## src/rtl/cpu6_mem_lsu_if.sv

```systemverilog
// Data-bus bundle between the cpu6 load/store unit (master) and the data memory (slave).
// Latency: none, wires only.
// Backpressure: master holds dbus_req and its qualifiers until dbus_gnt; one dbus_rvalid per grant.
// Signals: dbus_req/we/addr/be/wdata master->slave; dbus_gnt/rvalid/rdata slave->master.
interface cpu6_mem_lsu_if #(
    parameter int XLEN = 32
);
    logic            dbus_req;
    logic            dbus_we;
    logic [XLEN-1:0] dbus_addr;
    logic [3:0]      dbus_be;
    logic [XLEN-1:0] dbus_wdata;
    logic            dbus_gnt;
    logic            dbus_rvalid;
    logic [XLEN-1:0] dbus_rdata;

    modport master (
        output dbus_req, dbus_we, dbus_addr, dbus_be, dbus_wdata,
        input  dbus_gnt, dbus_rvalid, dbus_rdata
    );

    modport slave (
        input  dbus_req, dbus_we, dbus_addr, dbus_be, dbus_wdata,
        output dbus_gnt, dbus_rvalid, dbus_rdata
    );
endinterface

```

## src/rtl/cpu6_mem_lsu.sv

```systemverilog
// M-stage load/store unit: runs one request/grant/response data-bus access per load/store, extends load data.
// Latency: 3 cycles minimum per memory op (request, response, DONE); non-memory ops pass through in 0 cycles.
// Backpressure: stallM stays high until the access retires; in REQ the request is held stable until dbus_gnt.
// Ports: clk/reset (async active-low); M-stage controls in; dbus via cpu6_mem_lsu_if.master;
//        readdataM/resultM/stallM/bus_errM out. XLEN must be 32.
// Optional: define CPU6_LSU_MISALIGN_TRAP_EN to trap misaligned half/word accesses (default: forced alignment).
module cpu6_mem_lsu #(
    parameter int XLEN         = 32,
    parameter int RESP_TIMEOUT = 255
) (
    input  logic              clk,
    input  logic              reset,
    input  logic              memwriteM,
    input  logic              memtoregM,
    input  logic [2:0]        funct3M,
    input  logic [XLEN-1:0]   aluout_typeuimmM,
    input  logic [XLEN-1:0]   writedataM,
    input  logic [XLEN-1:0]   pcplus4M,
    input  logic              jumpM,
    input  logic              flashM,
    cpu6_mem_lsu_if.master    dbus,
    output logic [XLEN-1:0]   readdataM,
    output logic [XLEN-1:0]   resultM,
    output logic              stallM,
    output logic              bus_errM
);
    localparam int CW = (RESP_TIMEOUT > 0) ? $clog2(RESP_TIMEOUT + 1) : 1;

    typedef enum logic [1:0] {IDLE, REQ, RESP, DONE} state_t;

    state_t          state_q, state_d;
    logic [XLEN-1:0] addr_q, addr_d;
    logic            we_q, we_d;
    logic [3:0]      be_q, be_d;
    logic [XLEN-1:0] wdata_q, wdata_d;
    logic [2:0]      funct3_q, funct3_d;
    logic [CW-1:0]   cnt_q, cnt_d;
    logic [XLEN-1:0] readdata_q, readdata_d;
    logic            bus_err_q, bus_err_d;

    logic            memop;
    logic            trap;
    logic [3:0]      be_c;
    logic [XLEN-1:0] wdata_c;
    logic [7:0]      byte_sel;
    logic [15:0]     half_sel;
    logic [XLEN-1:0] ld_ext;
    logic [CW-1:0]   cnt_inc;

    logic            req_c, we_c;
    logic [XLEN-1:0] addr_c, wdata_o;
    logic [3:0]      be_o;

    assign memop = (memwriteM | memtoregM) & ~flashM;

`ifdef CPU6_LSU_MISALIGN_TRAP_EN
    logic misalign;
    assign misalign = ((funct3M[1:0] == 2'b01) & aluout_typeuimmM[0])
                    | (funct3M[1] & (aluout_typeuimmM[1:0] != 2'b00));
    // A trapped access never reaches the bus; the error is flagged in the IDLE cycle itself.
    assign trap = memop & misalign & (state_q == IDLE);
`else
    assign trap = 1'b0;
`endif

    // Byte enables and lane replication come straight from the M-stage inputs so a
    // same-cycle grant in IDLE sees a complete request.
    always_comb begin
        be_c    = 4'b1111;
        wdata_c = writedataM;
        case (funct3M[1:0])
            2'b00: begin
                be_c    = 4'b0001 << aluout_typeuimmM[1:0];
                wdata_c = {4{writedataM[7:0]}};
            end
            2'b01: begin
                be_c    = 4'b0011 << {aluout_typeuimmM[1], 1'b0};
                wdata_c = {2{writedataM[15:0]}};
            end
            default: ;
        endcase
    end

    // Load extraction uses the captured address/size, not the live pipeline inputs.
    always_comb begin
        byte_sel = 8'(dbus.dbus_rdata >> {addr_q[1:0], 3'b000});
        half_sel = 16'(dbus.dbus_rdata >> {addr_q[1], 4'b0000});
        case (funct3_q)
            3'b000:  ld_ext = {{(XLEN-8){byte_sel[7]}}, byte_sel};
            3'b001:  ld_ext = {{(XLEN-16){half_sel[15]}}, half_sel};
            3'b100:  ld_ext = {{(XLEN-8){1'b0}}, byte_sel};
            3'b101:  ld_ext = {{(XLEN-16){1'b0}}, half_sel};
            default: ld_ext = dbus.dbus_rdata;
        endcase
    end

    // Bus drive: combinational from inputs in IDLE, from capture registers in REQ, quiet otherwise.
    always_comb begin
        req_c   = 1'b0;
        we_c    = 1'b0;
        addr_c  = '0;
        be_o    = 4'b0000;
        wdata_o = '0;
        case (state_q)
            IDLE: if (memop && !trap) begin
                req_c   = 1'b1;
                we_c    = memwriteM;
                addr_c  = {aluout_typeuimmM[XLEN-1:2], 2'b00};
                be_o    = be_c;
                wdata_o = wdata_c;
            end
            REQ: begin
                req_c   = 1'b1;
                we_c    = we_q;
                addr_c  = {addr_q[XLEN-1:2], 2'b00};
                be_o    = be_q;
                wdata_o = wdata_q;
            end
            default: ;
        endcase
    end

    assign dbus.dbus_req   = req_c;
    assign dbus.dbus_we    = we_c;
    assign dbus.dbus_addr  = addr_c;
    assign dbus.dbus_be    = be_o;
    assign dbus.dbus_wdata = wdata_o;

    assign cnt_inc = cnt_q + 1'b1;

    always_comb begin
        state_d    = state_q;
        addr_d     = addr_q;
        we_d       = we_q;
        be_d       = be_q;
        wdata_d    = wdata_q;
        funct3_d   = funct3_q;
        cnt_d      = cnt_q;
        readdata_d = readdata_q;
        bus_err_d  = 1'b0;
        case (state_q)
            IDLE: begin
                if (trap) begin
                    state_d    = DONE;
                    readdata_d = '0;
                end else if (memop) begin
                    addr_d   = aluout_typeuimmM;
                    we_d     = memwriteM;
                    be_d     = be_c;
                    wdata_d  = wdata_c;
                    funct3_d = funct3M;
                    cnt_d    = '0;
                    state_d  = dbus.dbus_gnt ? RESP : REQ;
                end
            end
            REQ: if (dbus.dbus_gnt) state_d = RESP;
            RESP: begin
                // Flush does not cancel here: the granted access must still retire on the bus.
                cnt_d = cnt_inc;
                if (dbus.dbus_rvalid) begin
                    readdata_d = ld_ext;
                    state_d    = DONE;
                end else if (RESP_TIMEOUT != 0 && cnt_inc == CW'(RESP_TIMEOUT)) begin
                    bus_err_d  = 1'b1;
                    readdata_d = '0;
                    state_d    = DONE;
                end
            end
            DONE: begin
                cnt_d   = '0;
                state_d = IDLE;
            end
            default: state_d = IDLE;
        endcase
    end

    always_ff @(posedge clk or negedge reset) begin
        if (!reset) begin
            state_q    <= IDLE;
            addr_q     <= '0;
            we_q       <= 1'b0;
            be_q       <= 4'b0000;
            wdata_q    <= '0;
            funct3_q   <= 3'b000;
            cnt_q      <= '0;
            readdata_q <= '0;
            bus_err_q  <= 1'b0;
        end else begin
            state_q    <= state_d;
            addr_q     <= addr_d;
            we_q       <= we_d;
            be_q       <= be_d;
            wdata_q    <= wdata_d;
            funct3_q   <= funct3_d;
            cnt_q      <= cnt_d;
            readdata_q <= readdata_d;
            bus_err_q  <= bus_err_d;
        end
    end

    assign readdataM = readdata_q;
    assign bus_errM  = bus_err_q | trap;
    assign resultM   = jumpM ? pcplus4M : aluout_typeuimmM;
    // DONE drops the stall for one cycle even though the memory op is still presented.
    assign stallM    = (memop & (state_q != DONE)) | (state_q == REQ) | (state_q == RESP);
endmodule

```

## src/flat_wrapper.sv

```systemverilog
// flat-port wrapper written by rule: the top's interface ports become plain ports
module cpu6_mem_lsu_flat 
#(
    parameter int XLEN         = 32,
    parameter int RESP_TIMEOUT = 255
)
  (clk, reset, memwriteM, memtoregM, funct3M, aluout_typeuimmM, writedataM, pcplus4M, jumpM, flashM, readdataM, resultM, stallM, bus_errM, dbus_dbus_req, dbus_dbus_we, dbus_dbus_addr, dbus_dbus_be, dbus_dbus_wdata, dbus_dbus_gnt, dbus_dbus_rvalid, dbus_dbus_rdata);
  cpu6_mem_lsu_if #(.XLEN(XLEN)) dbus_i ();
  input  logic clk;
  input  logic reset;
  input  logic memwriteM;
  input  logic memtoregM;
  input  logic [2:0] funct3M;
  input  logic [XLEN-1:0] aluout_typeuimmM;
  input  logic [XLEN-1:0] writedataM;
  input  logic [XLEN-1:0] pcplus4M;
  input  logic jumpM;
  input  logic flashM;
  output logic [XLEN-1:0] readdataM;
  output logic [XLEN-1:0] resultM;
  output logic stallM;
  output logic bus_errM;
  output wire logic [$bits(dbus_i.dbus_req)-1:0] dbus_dbus_req;
  output wire logic [$bits(dbus_i.dbus_we)-1:0] dbus_dbus_we;
  output wire logic [$bits(dbus_i.dbus_addr)-1:0] dbus_dbus_addr;
  output wire logic [$bits(dbus_i.dbus_be)-1:0] dbus_dbus_be;
  output wire logic [$bits(dbus_i.dbus_wdata)-1:0] dbus_dbus_wdata;
  input wire logic [$bits(dbus_i.dbus_gnt)-1:0] dbus_dbus_gnt;
  input wire logic [$bits(dbus_i.dbus_rvalid)-1:0] dbus_dbus_rvalid;
  input wire logic [$bits(dbus_i.dbus_rdata)-1:0] dbus_dbus_rdata;
  assign dbus_dbus_req = dbus_i.dbus_req;
  assign dbus_dbus_we = dbus_i.dbus_we;
  assign dbus_dbus_addr = dbus_i.dbus_addr;
  assign dbus_dbus_be = dbus_i.dbus_be;
  assign dbus_dbus_wdata = dbus_i.dbus_wdata;
  assign dbus_i.dbus_gnt = dbus_dbus_gnt;
  assign dbus_i.dbus_rvalid = dbus_dbus_rvalid;
  assign dbus_i.dbus_rdata = dbus_dbus_rdata;
  cpu6_mem_lsu #(.XLEN(XLEN), .RESP_TIMEOUT(RESP_TIMEOUT)) u_core (.clk(clk), .reset(reset), .memwriteM(memwriteM), .memtoregM(memtoregM), .funct3M(funct3M), .aluout_typeuimmM(aluout_typeuimmM), .writedataM(writedataM), .pcplus4M(pcplus4M), .jumpM(jumpM), .flashM(flashM), .dbus(dbus_i), .readdataM(readdataM), .resultM(resultM), .stallM(stallM), .bus_errM(bus_errM));
endmodule
```

## config.mk

```make
export PLATFORM = sky130hd
export DESIGN_NAME = cpu6_mem_lsu_flat
export DESIGN_NICKNAME = d
export VERILOG_FILES = /design/src/rtl/cpu6_mem_lsu_if.sv /design/src/rtl/cpu6_mem_lsu.sv /design/src/flat_wrapper.sv
export SDC_FILE = /design/constraint.sdc
export NUM_CORES = 1
export LEC_CHECK = 0
export CAP_MARGIN = 25
export CELL_PAD_IN_SITES_DETAIL_PLACEMENT = 2
export CELL_PAD_IN_SITES_GLOBAL_PLACEMENT = 2
export CORE_MARGIN = 4
export CORE_UTILIZATION = 36
export DETAILED_ROUTE_END_ITERATION = 16
export DONT_BUFFER_PORTS = 1
export PLACE_DENSITY_LB_ADDON = 0.1
export SLEW_MARGIN = 40
export SYNTH_ARGS = -nofsm -noshare
export SYNTH_HDL_FRONTEND = slang
export SYNTH_SLANG_ARGS = --single-unit
```

## constraint.sdc

```tcl
create_clock -name clk -period 2 [get_ports clk]
set_input_delay 0.2 -clock clk [delete_from_list [all_inputs] [get_ports clk]]
set_output_delay 0.2 -clock clk [all_outputs]
set_load 0.02 [all_outputs]
```

### Word-level counts from Yosys, hierarchy flattened

Cells that the tools add are included.
W data, S select, Z words.

| storage, ports and cells | value |
|---|---|
| output and inout bits | 136 |
| word-level logic and storage cells | 68 |
| flip-flop bits (word level) | 115 |

| operators by class | value |
|---|---|
| bitwise gates (word level) | 6 |
| muxes and demuxes | 27 |
| add/sub/neg operators | 1 |
| reductions and logical operators | 9 |
| shift-type cells | 4 |
| eq/ne operators | 12 |

Operators by type and width:

| cell | number |
|---|---|
| $pmux W32 S2 | 3 |
| $mux W32 | 5 |
| $pmux W32 S4 | 1 |
| $shr A32 B5 Y16 | 1 |
| $shr A32 B5 Y8 | 1 |
| $pmux W8 S3 | 1 |
| $pmux W4 S2 | 2 |
| $mux W2 | 5 |
| $add A8 B1 Y8 const B | 1 |
| $eq A8 B8 Y1 const B | 1 |
| $mux W8 | 1 |
| $pmux W2 S4 | 1 |
| $eq A3 B3 Y1 const B | 2 |
| $reduce_and A2 Y1 | 3 |
| $mux W1 | 5 |
| $eq A2 B1 Y1 const B | 2 |
| $eq A2 B2 Y1 const B | 2 |
| $logic_not A2 Y1 | 2 |
| $mux W4 | 1 |
| $ne A2 B2 Y1 const B | 2 |
| $pmux W1 S2 | 2 |
| $shl A1 B2 Y4 const A | 1 |
| $shl A2 B2 Y4 const A | 1 |
| $eq A3 B1 Y1 const B | 1 |
| 9 further kinds | 12 |

### Logic depth before layout (Yosys ltp)

| logic depth | value |
|---|---|
| depth after elaboration | 5 |
| depth in mapped cells | 9 |
| depth with buffers taken out | 7 |

### Least setup slack after synthesis

No wires, ideal clock.

| timing | value |
|---|---|
| kind | register -> output |
| from | register u_core.state_q[0] |
| to | output dbus_dbus_be[1] |
| stages on the path, launching flop included | 8 |
| path buffers | 1 |
| path slack | 0.000 ns |
| arrival time | 1.800 ns |
| cell sequence | dfrtp_1 > inv_1 > ha_1 > inv_1 > nor2_1 > clkbuf_1 > o21ai_0 > nand2_1 |

| between the ends | value |
|---|---|
| word-level cells in the longest chain between the ends | 2 |
| elaborated cells between the ends (all ways) | 3 |
| classes of those cells | eq/ne (1); mux (1); reduce/logical (1) |

RTL lines:

| what | line | RTL |
|---|---|---|
| start, declared | cpu6_mem_lsu.sv:31 | `state_t state_q, state_d;` |
| start signal, assigned | cpu6_mem_lsu.sv:189 | `state_q <= state_d;` |
| $eq A2 B1 Y1 or $logic_not A2 Y1 (tied branches) | cpu6_mem_lsu.sv:104 | `case (state_q)` |
| $pmux W4 S2 (*) | cpu6_mem_lsu.sv:104 |  |
| end, declared | flat_wrapper.sv:26 | `output wire logic [$bits(dbus_i.dbus_be)-1:0] dbus_dbus_be;` |

Mark *: on every way between the ends. The rest lies on a longest branch, timed or not.

### Worst setup path in the final report

| timing | value |
|---|---|
| from | register u_core.state_q[1] |
| to | output dbus_dbus_wdata[0] |

| between the ends | value |
|---|---|
| word-level cells in the longest chain between the ends | 2 |
| elaborated cells between the ends (all ways) | 3 |
| classes of those cells | eq/ne (1); mux (1); reduce/logical (1) |

RTL lines:

| what | line | RTL |
|---|---|---|
| $eq A2 B1 Y1 or $logic_not A2 Y1 (tied branches) | cpu6_mem_lsu.sv:104 |  |
| $pmux W32 S2 (*) | cpu6_mem_lsu.sv:104 |  |
| end, declared | flat_wrapper.sv:27 | `output wire logic [$bits(dbus_i.dbus_wdata)-1:0] dbus_dbus_wdata;` |

Marked as above.

==> results.py <==
metrics = {
    "run_status": {
        "status": "finished, violations left",
        "violations": "negative hold slack, negative setup slack",
    },
    "clock_tree": {
        "htreeDepth": 4,
        "cts_buffers": 17,
        "clockBufferDepth": 2,
        "clkSinkCount": 115,
        "hold_buffers": 55,
        "cts_tree": "yes",
        "clkTransAtPathRegs_ns": 0.06,
        "worstSkewPairLatency_ns": 0.41,
        "root_buffer": "clkbuf_16",
    },
    "sta": {
        "final-setup-viol-count": 48,
        "period_needed_ns": 2.13,
        "skew_ns": 0.00996,
        "relSlewSlack_pct": 53.0,
        "fmax_mhz": 470,
        "hold_violations": 115,
        "drv_slew": 0,
        "worst_pin_slew_ns": 0.702,
        "fin_crit_sh_pct": 106,
        "rsz0062_at_grt": "true",
        "holdWs_ns": -0.522,
        "fin_ws_ns": -0.128,
    },
    "floorplanning": {
        "start_util_pct": 36.9,
        "chipWidth_um": 147,
        "dieArea_sq_um": 21700,
        "die_y_um": 147,
        "io-pin-count": 275,
        "coreArea_sq_um": 18900,
        "core.rowCount": 50,
    },
    "synth": {
        "synth.most_common_cell": "nand2_1",
        "synth-edff-count": 0,
        "synthesis.area_sq_um": 6980,
        "seq_area_frac_synth_pct": 41.2,
        "ys_ff_latch": 115,
        "postSynthAreaPerCell_sq_um": 8.29,
        "synthDominantCellAreaShare_pct": 41.2,
        "synth_area_leaders": "dfrtp_1, nand2_1, mux2_2, nand2b_1, a21o_1",
        "syn-instance-count": 842,
        "synth-main-ff-cell": "dfrtp_1",
        "yosys-top-cells-count": "nand2_1, dfrtp_1, o21ai_0",
        "yosysTopAreaCell": "dfrtp_1",
        "ys.warnings.count": 0,
        "yosysUniqueCellTypes": 48,
        "async_flop_share_pct": 100,
    },
    "layout": {
        "drive_above_1_share_pct": 29.3,
        "diodes": 0,
        "post-route-cell-area_sq_um": 9750,
        "finalNonFillerCells": 1210,
        "fillers": 1963,
        "nets": 1081,
        "area_growth_pct": 39.7,
    },
    "drt": {
        "post_drt_wl_per_cell_um": 25.9,
        "drt_first_iter_violations": 319,
        "wl_mm": 31.4,
        "firstDrtPassIters": 4,
        "drcViolationCount": 0,
        "vias": 6825,
        "drt-vias-per-instance": 5.64,
        "ant_nets": 0,
    },
    "placed_design": {
        "placed_area_sq_um": 7380,
        "io_buffers": 0,
        "globalplace.congestion": 0.822,
        "place_inst": 1082,
        "hpwl_mm": 18.6,
        "pre_cts_ws_ns": -0.0142,
    },
    "global_route": {
        "grt_pass1_wl_mm": 43.5,
        "overflow": 0,
        "grt_usage_pct": 25.3,
        "antenna_found_initial": 0,
        "grt_pass1_vias": 7584,
        "grt_max_degree": 116,
    },
    "pwr": {
        "ir_drop_uv": 771,
        "power.density_nw_per_um2": 1550,
        "p_total_w": 0.0151,
        "p_leak_nw": 4.54,
    },
    "worst_setup_path": {
        "r2r_cells": 7,
        "cp_data_required_time_ns": 1.80,
        "worstSetupPathType": "reg -> out",
        "r2r-end": "u_core.state_q[0]$_DFFE_PN0P_",
        "worstPathArrival_ns": 1.93,
        "reg2reg_slack_ns": 0.02,
        "reg2reg_from": "u_core.state_q[1]$_DFFE_PN0P_",
        "cp-end-kind": "output pin",
        "start_kind": "register",
        "path_max_fanout": 8,
    },
    "worst_hold_path": {
        "hp-class": "in -> async",
    },
    "run": {
        "maxCapViolations": 0,
    },
}
-- worst max path at each step --
stage / start / to / depth (start not counted)
floorplan: u_core.state_q[0]$_DFFE_PN0P_ / dbus_dbus_be[1] / 7
global placement: u_core.cnt_q[1]$_DFFE_PN0P_ / u_core.readdataM[13]$_DFFE_PN0P_ / 7
detailed placement: u_core.cnt_q[1]$_DFFE_PN0P_ / u_core.readdataM[4]$_DFFE_PN0P_ / 7
CTS: u_core.state_q[1]$_DFFE_PN0P_ / dbus_dbus_addr[31] / 9
global route: u_core.state_q[1]$_DFFE_PN0P_ / dbus_dbus_addr[31] / 9
finish: u_core.state_q[1]$_DFFE_PN0P_ / dbus_dbus_wdata[0] / 9
-- final cells by class --
| class | count | area, sq um | area share [%] |
|---|---|---|---|
| inverters | 26 | 100 | 1.03 |
| multi-input cells | 648 | 4420 | 45.4 |
| repair buffers | 129 | 1360 | 14.0 |
| well taps | 260 | 325 | 3.34 |
| clock buffers | 23 | 478 | 4.90 |
| clock inverters | 9 | 175 | 1.80 |
| flip-flops and latches | 115 | 2880 | 29.6 |
-- kinds of logic after synthesis --
logic type      share of synthesized area, %
compound gates                          19.5
xor+xnor                               0.126
fa+ha+maj                              0.897
buf+inv                                 4.98
flops                                   41.2
mux                                     9.14
other cells                           0.0537
simple gates                            24.1
-- routing by layer --
layer | vias up | track usage, % | wire length [um]
met3 | 61 | 6.72 | 1810
met5 | - | 0 | 0
met4 | 0 | 7.92 | 941
li1 | 3035 | - | -
met1 | 3505 | 28.6 | 11700
met2 | 224 | 46.4 | 16900
-- power breakdown --
| part | switching, W | internal, W |
|---|---|---|
| registers | 0.00126 | 0.00336 |
| logic | 0.00432 | 0.00274 |
| clock network | 0.00114 | 0.00231 |
-- flip-flops by register name, summed over array words and instances, names as in the netlist --
name and flops:
u_core.addr_q 32, u_core.readdataM 32, u_core.wdata_q 32, u_core.cnt_q 8
u_core.be_q 4, u_core.funct3_q 3, u_core.state_q 2, u_core.bus_errM 1
u_core.we_q 1
-- placed cells by master (no fill, tap or decap), types with 5 or more instances in the layout --
cell type and count:
a21oi_1 24, nor2b_1 9, nand2_4 19, bufinv_16 5
a21oi_4 5, nor2_4 5, buf_4 52, mux2i_1 21
o21ai_2 11, nor2_1 16, o221ai_1 7, a22oi_1 15
a21o_1 23, nand2_2 39, inv_1 21, o21ai_0 48
buf_12 11, o211ai_1 11, dlygate4sd3_1 54, nand2_1 215
nor3_1 9, a31oi_1 6, clkbuf_16 21, dfrtp_1 111
mux2_2 36, a21o_4 15, and2_1 6, nand2b_1 46
o221ai_2 10, nand2_8 8
-- repair_timing --
action / in CTS / in global routing
resized for setup: 90 / 89
cloned: 4 / 4
endpoints found under the hold margin: 193 / 115
endpoints found under the setup margin: 96 / 102
buffers inserted: 6 / 29
pin swaps: 14 / 33
-- stage by stage --
step	util, %	hold slack (ns)	TNS [ns]
finish	51.6	-0.522	-2.84
global route	51.6	-0.545	-7.04
CTS	47.8	-0.542	-3.23
detailed placement	39.1	-0.0909	-0.0388
global placement	39.1	-0.0915	0
floorplan	-	-0.0956	0
-- critical path, cell delays in order (launching register included) --
cell	delay, ns
dfrtp_1	0.42
inv_2	0.09
ha_4	0.18
inv_4	0.05
nor2_4	0.10
buf_12	0.15
buf_12	0.12
buf_16	0.13
nand2_1	0.11
nand2_2	0.16
Note: power is estimated with default switching activity, not from simulation.
